[src/rtl/stg_ia_if.sv]
// Bundle between the instruction-address stage and its neighbours: redirect/stall/halt
// requests in, pc/memory-address/valid/flush/halted out.
`ifndef SIZE_ADDR
`define SIZE_ADDR 32
`endif

interface stg_ia_if;
    logic                   iw_stall;
    logic                   iw_branch_valid;
    logic [`SIZE_ADDR-1:0]  iw_branch_pc;
    logic                   iw_halt;
    logic [`SIZE_ADDR-1:0]  ow_mem_addr;
    logic [`SIZE_ADDR-1:0]  ow_pc;
    logic                   ow_ia_valid;
    logic                   ow_flush;
    logic                   ow_halted;

    // The pipeline/testbench side drives requests and observes the stage outputs.
    modport master (
        output iw_stall, iw_branch_valid, iw_branch_pc, iw_halt,
        input  ow_mem_addr, ow_pc, ow_ia_valid, ow_flush, ow_halted
    );

    modport slave (
        input  iw_stall, iw_branch_valid, iw_branch_pc, iw_halt,
        output ow_mem_addr, ow_pc, ow_ia_valid, ow_flush, ow_halted
    );
endinterface

[src/rtl/stg_ia.sv]
// Instruction-address stage: owns the program counter, drives imem port 0 and
// sequences boot, advance, stall bubbles, branch redirect with flush, and halt.
`ifndef SIZE_ADDR
`define SIZE_ADDR 32
`endif

module stg_ia #(
    parameter logic [`SIZE_ADDR-1:0] RESET_PC      = '0,
    parameter int                    INCR          = 1,
    parameter int                    FLUSH_BUBBLES = 1
) (
    input  logic     iw_clk,
    input  logic     iw_rst,
    stg_ia_if.slave  ia
);
    localparam int W = `SIZE_ADDR;

    localparam logic [2:0] S_BOOT  = 3'd0;
    localparam logic [2:0] S_RUN   = 3'd1;
    localparam logic [2:0] S_STALL = 3'd2;
    localparam logic [2:0] S_REDIR = 3'd3;
    localparam logic [2:0] S_HALT  = 3'd4;

    localparam logic [W-1:0] PC_STEP     = W'(INCR);
    localparam logic [1:0]   BUBBLE_LOAD = 2'(FLUSH_BUBBLES - 1);

    logic [2:0]   state;
    logic [W-1:0] pc;
    logic         valid;
    logic         flush;
    logic         halted;
    logic [1:0]   bubble_cnt;

    // NOTE: every register here is reset asynchronously and updated with <= only, so all
    // outputs come straight from flops and readers in the same edge see pre-edge values.
    always_ff @(posedge iw_clk or posedge iw_rst) begin
        if (iw_rst) begin
            state      <= S_BOOT;
            pc         <= RESET_PC;
            valid      <= 1'b0;
            flush      <= 1'b0;
            halted     <= 1'b0;
            bubble_cnt <= 2'd0;
        end else begin
            case (state)
                S_BOOT: begin
                    state <= S_RUN;
                    valid <= 1'b1;
                end
                // Priority: branch > halt > stall > advance.
                S_RUN, S_STALL: begin
                    if (ia.iw_branch_valid) begin
                        state      <= S_REDIR;
                        pc         <= ia.iw_branch_pc;
                        valid      <= 1'b0;
                        flush      <= 1'b1;
                        bubble_cnt <= BUBBLE_LOAD;
                    end else if (ia.iw_halt) begin
                        state  <= S_HALT;
                        valid  <= 1'b0;
                        halted <= 1'b1;
                    end else if (ia.iw_stall) begin
                        state <= S_STALL;
                        valid <= 1'b0;
                    end else begin
                        // Leaving a stall reissues the held pc instead of skipping it.
                        if (state == S_RUN) pc <= pc + PC_STEP;
                        state <= S_RUN;
                        valid <= 1'b1;
                    end
                end
                S_REDIR: begin
                    if (ia.iw_branch_valid) begin
                        pc         <= ia.iw_branch_pc;
                        bubble_cnt <= BUBBLE_LOAD;
                    end else if (bubble_cnt == 2'd0) begin
                        state <= S_RUN;
                        valid <= 1'b1;
                        flush <= 1'b0;
                    end else begin
                        bubble_cnt <= bubble_cnt - 2'd1;
                    end
                end
                S_HALT: begin
                    if (ia.iw_branch_valid) begin
                        state      <= S_REDIR;
                        pc         <= ia.iw_branch_pc;
                        flush      <= 1'b1;
                        halted     <= 1'b0;
                        bubble_cnt <= BUBBLE_LOAD;
                    end
                end
                default: state <= S_BOOT;
            endcase
        end
    end

    // Address follows pc even while invalid; reads during bubbles are simply discarded.
    assign ia.ow_mem_addr = pc;
    assign ia.ow_pc       = pc;
    assign ia.ow_ia_valid = valid;
    assign ia.ow_flush    = flush;
    assign ia.ow_halted   = halted;
endmodule

[src/flat_wrapper.sv]
// flat-port wrapper written by rule: the top's interface ports become plain ports
module stg_ia_flat 
#(
    parameter logic [`SIZE_ADDR-1:0] RESET_PC      = '0,
    parameter int                    INCR          = 1,
    parameter int                    FLUSH_BUBBLES = 1
)
  (iw_clk, iw_rst, ia_iw_stall, ia_iw_branch_valid, ia_iw_branch_pc, ia_iw_halt, ia_ow_mem_addr, ia_ow_pc, ia_ow_ia_valid, ia_ow_flush, ia_ow_halted);
  stg_ia_if ia_i ();
  input  logic iw_clk;
  input  logic iw_rst;
  input wire logic [$bits(ia_i.iw_stall)-1:0] ia_iw_stall;
  input wire logic [$bits(ia_i.iw_branch_valid)-1:0] ia_iw_branch_valid;
  input wire logic [$bits(ia_i.iw_branch_pc)-1:0] ia_iw_branch_pc;
  input wire logic [$bits(ia_i.iw_halt)-1:0] ia_iw_halt;
  output wire logic [$bits(ia_i.ow_mem_addr)-1:0] ia_ow_mem_addr;
  output wire logic [$bits(ia_i.ow_pc)-1:0] ia_ow_pc;
  output wire logic [$bits(ia_i.ow_ia_valid)-1:0] ia_ow_ia_valid;
  output wire logic [$bits(ia_i.ow_flush)-1:0] ia_ow_flush;
  output wire logic [$bits(ia_i.ow_halted)-1:0] ia_ow_halted;
  assign ia_i.iw_stall = ia_iw_stall;
  assign ia_i.iw_branch_valid = ia_iw_branch_valid;
  assign ia_i.iw_branch_pc = ia_iw_branch_pc;
  assign ia_i.iw_halt = ia_iw_halt;
  assign ia_ow_mem_addr = ia_i.ow_mem_addr;
  assign ia_ow_pc = ia_i.ow_pc;
  assign ia_ow_ia_valid = ia_i.ow_ia_valid;
  assign ia_ow_flush = ia_i.ow_flush;
  assign ia_ow_halted = ia_i.ow_halted;
  stg_ia #(.RESET_PC(RESET_PC), .INCR(INCR), .FLUSH_BUBBLES(FLUSH_BUBBLES)) u_core (.iw_clk(iw_clk), .iw_rst(iw_rst), .ia(ia_i));
endmodule
[config.mk]
export PLATFORM = sky130hd
export DESIGN_NAME = stg_ia_flat
export DESIGN_NICKNAME = d
export VERILOG_FILES = /design/src/rtl/stg_ia_if.sv /design/src/rtl/stg_ia.sv /design/src/flat_wrapper.sv
export SDC_FILE = /design/constraint.sdc
export NUM_CORES = 1
export LEC_CHECK = 0
export ABC_AREA = 1
export CAP_MARGIN = 10
export CORE_UTILIZATION = 49
export CTS_CLUSTER_DIAMETER = 120
export DETAILED_ROUTE_END_ITERATION = 7
export GPL_ROUTABILITY_DRIVEN = 0
export GPL_TIMING_DRIVEN = 0
export PLACE_DENSITY = 0.81
export SLEW_MARGIN = 20
export SYNTH_ARGS = -nofsm -noshare
export SYNTH_HDL_FRONTEND = slang
export SYNTH_SLANG_ARGS = --single-unit
[constraint.sdc]
create_clock -name iw_clk -period 2.7 [get_ports iw_clk]
set_input_delay 0.54 -clock iw_clk [delete_from_list [all_inputs] [get_ports iw_clk]]
set_output_delay 0.54 -clock iw_clk [all_outputs]
set_load 0.005 [all_outputs]
# [Word level (Yosys, flattened, before mapping)]
# Index checks and enable logic that the tools add are counted.
[op_classes] n_div=0 n_eq_ne=15 magnitude_cmp=0 reduce_logical=15 n_shift=0 multipliers=0 bitwise=0 n_mux=31 n_addsub=2
[ops] operator="two-way mux 32 bit" count=5
[ops] operator="one-hot mux 32 bit (2 select lines)" count=1
[ops] operator="adder 32 x 1 -> 32 bit, second input constant" count=1
[ops] operator="two-way mux 3 bit" count=5
[ops] operator="one-hot mux 3 bit (4 select lines)" count=1
[ops] operator="two-way mux 1 bit" count=11
[ops] operator="inequality test 3 bit, second input constant" count=3
[ops] operator="AND reduction 3 bit" count=3
[ops] operator="two-way mux 2 bit" count=4
[ops] operator="inequality test 2 bit, second input constant" count=4
[ops] operator="AND reduction 4 bit" count=2
[ops] operator="equality test 3 x 2 -> 1 bit, second input constant" count=2
[ops] operator="inequality test 2 x 1 -> 1 bit, second input constant" count=3
[ops] operator="nonzero test 2 bit" count=3
[ops] operator="AND reduction 5 bit" count=1
[ops] operator="one-hot mux 1 bit (2 select lines)" count=2
[ops] operator="one-hot mux 2 bit (2 select lines)" count=1
[ops] operator="OR reduction 2 bit" count=2
[ops] operator="equality test 3 x 1 -> 1 bit, second input constant" count=1
[ops] operator="equality test 3 bit, second input constant" count=1
[ops] operator="zero test 3 bit" count=1
[ops] operator="inequality test 3 x 2 -> 1 bit, second input constant" count=1
[ops] operator="one-hot mux 1 bit (3 select lines)" count=1
[ops] operator="nonzero test 3 bit" count=1
[ops] operator="3 further kinds" count=3
[totals] inputBits=37 latch_bits=0 reg_bits=40 wordCells=69 ram_bits=0 n_memories=0 mem_bits_ro=0

# [Depth between registers and ports, before layout]
[depth] ltp_word=6 mapped_depth=10 mapped_depth_nobuf=10

# [Least setup slack after synthesis]
# OpenSTA, ideal clock, no wires.
[synth_timing] kind="register to register" startpoint="reg u_core.pc[1], in the netlist u_core.ia.ow_mem_addr[1]" endpoint="reg u_core.pc[24], in the netlist u_core.ia.ow_mem_addr[24]" setup_slack_ps=1155 path_buffers=0 stages_incl_launch_ff=11 t_arrival_ps=1428 setup_time_ps=116 required_time_ps=2584 cell_sequence="dfrtp_1 > ha_1 > nand2_1 > nor2_2 > nand2_1 > nor2_1 > nand2_1 > nand2_1 > nand3_1 > nand2_1 > nand2_1"
[synth_via] elab_chain_len=6
[synth_rtl] element="start: declaration" line="stg_ia.sv:28" text="logic [W-1:0] pc;"
[synth_rtl] element="start signal: assignment" line="stg_ia.sv:54" text="pc <= ia.iw_branch_pc;"
[synth_rtl] element="start signal: assignment" line="stg_ia.sv:67" text="if (state == S_RUN) pc <= pc + PC_STEP;"
[synth_rtl] element="start signal: assignment" line="stg_ia.sv:74" text="pc <= ia.iw_branch_pc;"
[synth_rtl] element="adder 32 x 1 -> 32 bit" line="stg_ia.sv:67"
[synth_rtl] element="two-way mux 32 bit" line="stg_ia.sv:67"
[synth_rtl] element="two-way mux 32 bit" line="stg_ia.sv:62" text="end else if (ia.iw_stall) begin"
[synth_rtl] element="two-way mux 32 bit" line="stg_ia.sv:58" text="end else if (ia.iw_halt) begin"
[synth_rtl] element="two-way mux 32 bit" line="stg_ia.sv:52" text="if (ia.iw_branch_valid) begin"
[synth_rtl] element="one-hot mux 32 bit (2 select lines)" line="stg_ia.sv:45" text="case (state)"
# No other way between the ends. The select of a mux whose other input is x is not followed.
# A chain may end at the register's enable or synchronous reset.

# [Worst setup path in the final report]
[layout_timing] startpoint="reg u_core.pc[0], in the netlist u_core.ia.ow_mem_addr[0]" endpoint="reg u_core.pc[24], in the netlist u_core.ia.ow_mem_addr[24]"
# Same word-level chain as after synthesis.

==> impl_results.md <==
* Floorplan row count at 30
* Core Box Area at slightly below 0.007 mm^2
* Sequential-to-total area share from yosys stat at between 20 and 30%
* Pins Over Slew Limit at 0
* Antenna diode count at 0
* Int Power at 2.956 mW
* Depth of the CTS H-tree at 2
* CTS Hold Bufs at 0
* DRC viols at 0
* Pwr per Cell Area at 1142 mW/mm^2
* Hold Vio Cnt, Final at 0
* Total via count in the routed design at approximately 3900
* P&R area growth vs syn at 36.50%
* Count of antenna-violating nets left after detailed routing at 0
* Routed WL per cell at roughly 13 um
* Number of buffers created by CTS at 5
* Share of async-settable or async-resettable flops after synthesis at between 90% and 100%
* Most frequent cells in the layout: sky130_fd_sc_hd__nand2_1, sky130_fd_sc_hd__clkdlybuf4s50_1, sky130_fd_sc_hd__inv_1, sky130_fd_sc_hd__nand3_1, sky130_fd_sc_hd__nor2_1
* Yosys warnings at 0
* Placed insts at around 760
* Cells on Worst Hold Path at 1
* Data required time of the worst path at 2.89 ns
* Leading register cell type out of synthesis: sky130_fd_sc_hd__dfrtp_1
* Number of global-route vias before repair at 3744
* Utilization after layout at between 60% and 70%
* Final nets at between 700 and 800
* Post-synthesis area per instance at 5.980 um^2
* Longest Clk Path Bufs at 2
* Number of max-cap violations at 0
* Most frequent standard cell in the layout excluding fill and tap cells: sky130_fd_sc_hd__nand2_1
* Critical-path maximum fanout at 6
* Highest attainable clock frequency at between 500 and 600 MHz
* Resized cells post-CTS at 0
* Clock insertion delay at the later pin of the skew report at ~0.30 ns
* Chip Width at 85.56 um
* Number of cells produced by synthesis at about 570
* Hold/Removal Path Class: reg -> reg
* Post-CTS Setup Inserts at 0
* R2R Setup Slk at ~0.70 ns
* Number of cell instances on the worst register-to-register path at 10
* Die height at between 80 and 90 um
* Post-Layout Cell Count at 764
* Top-level port count at 104
* Fraction of power consumed by sequential logic at approximately a quarter
* Root Buffer Master: sky130_fd_sc_hd__clkbuf_8
* Net switching power of the design at around 2.4 mW
* Global-route total usage across every layer at between 20 and 30%
* Post-DP HPWL at approximately 7.4 mm
* Power after layout at ~5.3 mW
* Initial antenna violation count at 0
* Gr ovfl total at 0
* Length of the first detailed-routing pass in iterations at 6
* Count of flip-flops with a built-in enable after synthesis at 0
* Run status: finished clean
* Kind of start point of the critical path: register
* Normalized max-slew margin at about two thirds
* Clk pin slew, worst setup/hold paths at ~0.080 ns
* HP Start: u_core.bubble_cnt[0]
* Endpoint of the worst hold path: u_core.bubble_cnt[0]
* Global-route wire length before repair at 16.24 mm
* Critical path launch point: u_core.ia.ow_mem_addr[0]
* Maximum number of pins on one net before global-route repair at 22
* Sum of routed wire segments on met1 at ~3.9 mm
* Period Utilization, post-route at 73.96%
* Uppermost layer routed: met4
* Number of DRC markers after the initial detailed-route iteration at between 200 and 300
* Die ar. at approximately 0.0073 mm^2
* Fraction of layout cells with a size suffix above 1 at between 10% and 20%
* Sinks on Clock Net at 40
* Worst endpoint data arrival time at around 2.2 ns
* Number of setup violations in the final report at 0
* Relative contribution of the clock network to total power at under 10%
* Post-layout minimum cycle time at approximately 2 ns
* Maximum VDD drop at 0.0005984 V
* Via count normalized by instance count at a little over 5
* Critical Path End Type: register
* Setup repair after global routing missed its margin: false
* Capture point of the worst reg-to-reg path: u_core.ia.ow_mem_addr[24]
* Switching fraction of total power at ~45%
* Number of I/O port buffers at between 100 and 150
* Post-Synthesis Net Count at between 600 and 700
* Setup tns final at 0 ns
* P_leak at about 2.3 nW
* Pin slew with the least headroom to its limit at just over 0.5 ns
* Combinational cell fraction of total power at ~66%
* FF-to-FF Start: u_core.ia.ow_mem_addr[0]
* Initial cell density of the core at approximately half
* Number of synthesized register bits at 40
* TritonCTS clock tree: done
* Routed met3 length at around 760 um
* Routed WL at 9.595 mm
* Unique cell type count in the Yosys netlist at 29
* Clock tree skew after final layout at between 0.008 and 0.009 ns
* Total standard cell area after synthesis at approximately 0.0034 mm^2
* Routed met2 length at about 4.7 mm
* Critical path class: reg -> reg
-- final cells by class --
type | instances | area, um^2
plain buffers | 44 | 316.6
clock buffers | 8 | 90.09
fillers | 631 | 2087
inverters | 80 | 302.8
multi-input cells | 408 | 1800
flip-flops and latches | 40 | 1001
well taps | 80 | 100.1
repair buffers | 104 | 1059
-- sequential cells by signal, summed over array words and instances, names as in the netlist --
register               count
u_core.ia.ow_flush         1
u_core.bubble_cnt          2
u_core.ia.ow_ia_valid      1
u_core.ia.ow_halted        1
u_core.state               3
u_core.ia.ow_mem_addr     32
-- layer usage --
layer | track usage [%] | up-vias
li1 | - | 1954
met1 | 32.80 | 1717
met2 | 49.16 | 181
met3 | 4.620 | 26
met4 | 12.73 | 0
met5 | 0 | -
-- cell usage after synthesis, types with 4 or more instances --
library cell / instances / area (um^2)
sky130_fd_sc_hd__a21oi_1: 4 / 20.02
sky130_fd_sc_hd__buf_2: 7 / 35.03
sky130_fd_sc_hd__buf_4: 34 / 255.2
sky130_fd_sc_hd__dfrtp_1: 40 / 1001
sky130_fd_sc_hd__inv_1: 73 / 274.0
sky130_fd_sc_hd__inv_2: 5 / 18.77
sky130_fd_sc_hd__nand2_1: 216 / 810.8
sky130_fd_sc_hd__nand3_1: 56 / 280.3
sky130_fd_sc_hd__nand4_1: 4 / 25.02
sky130_fd_sc_hd__nor2_1: 54 / 202.7
sky130_fd_sc_hd__nor2_2: 4 / 25.02
sky130_fd_sc_hd__nor3_1: 16 / 80.08
sky130_fd_sc_hd__o21ai_0: 21 / 105.1
sky130_fd_sc_hd__o21ai_1: 6 / 30.03
sky130_fd_sc_hd__or2_2: 7 / 43.79
-- critical path: stages (launching register included) --
cell	delay [ns]
sky130_fd_sc_hd__dfrtp_1	0.47
sky130_fd_sc_hd__ha_1	0.26
sky130_fd_sc_hd__nand2_1	0.11
sky130_fd_sc_hd__nor2_2	0.25
sky130_fd_sc_hd__nand2_1	0.19
sky130_fd_sc_hd__nor2_1	0.28
sky130_fd_sc_hd__nand2_1	0.09
sky130_fd_sc_hd__nand2_1	0.06
sky130_fd_sc_hd__nand3_1	0.07
sky130_fd_sc_hd__nand2_1	0.08
sky130_fd_sc_hd__nand2_1	0.04
-- how the worst max path moves through the flow --
stage	to	slack, ns
after floorplan	u_core.ia.ow_mem_addr[24]	1.16
after global placement	u_core.ia.ow_mem_addr[19]	0.33
after detailed placement	u_core.ia.ow_mem_addr[11]	0.51
after CTS	ia_ow_pc[18]	0.74
after global routing	u_core.ia.ow_mem_addr[24]	0.60
final	u_core.ia.ow_mem_addr[24]	0.70
-- kinds of logic after synthesis --
family / Yosys count / synth area share [%]
adder cells (fa/ha/maj): 2 / 0.7314
flip-flops: 40 / 29.26
AND/OR/NAND/NOR: 369 / 45.87
AO/OA/AOI/OAI: 32 / 4.755
buffers and inverters: 124 / 18.10
XOR/XNOR: 5 / 1.280
-- power by group through the flow --
stage	clock (mW)	combinational, mW	sequential (mW)
detailed placement	0	3.51	1.39
global placement	0	3.39	1.36
global route	0.458	3.91	1.45
floorplan	0	2.06	1.29
CTS	0.433	3.52	1.38
finish	0.431	3.52	1.38
-- metrics by stage --
stage                     instance area [um^2]  hold slack, ns  worst slack [ns]
after floorplan                           3421          0.4530             1.155
after CTS                                 4669          0.5073            0.7354
final                                     4669          0.5126            0.7030
after detailed placement                  4579          0.4894            0.5138
after global routing                      4669          0.5564            0.6039
after global placement                    4552          0.4732            0.3318
No activity file was read; power rests on OpenSTA's default activity.
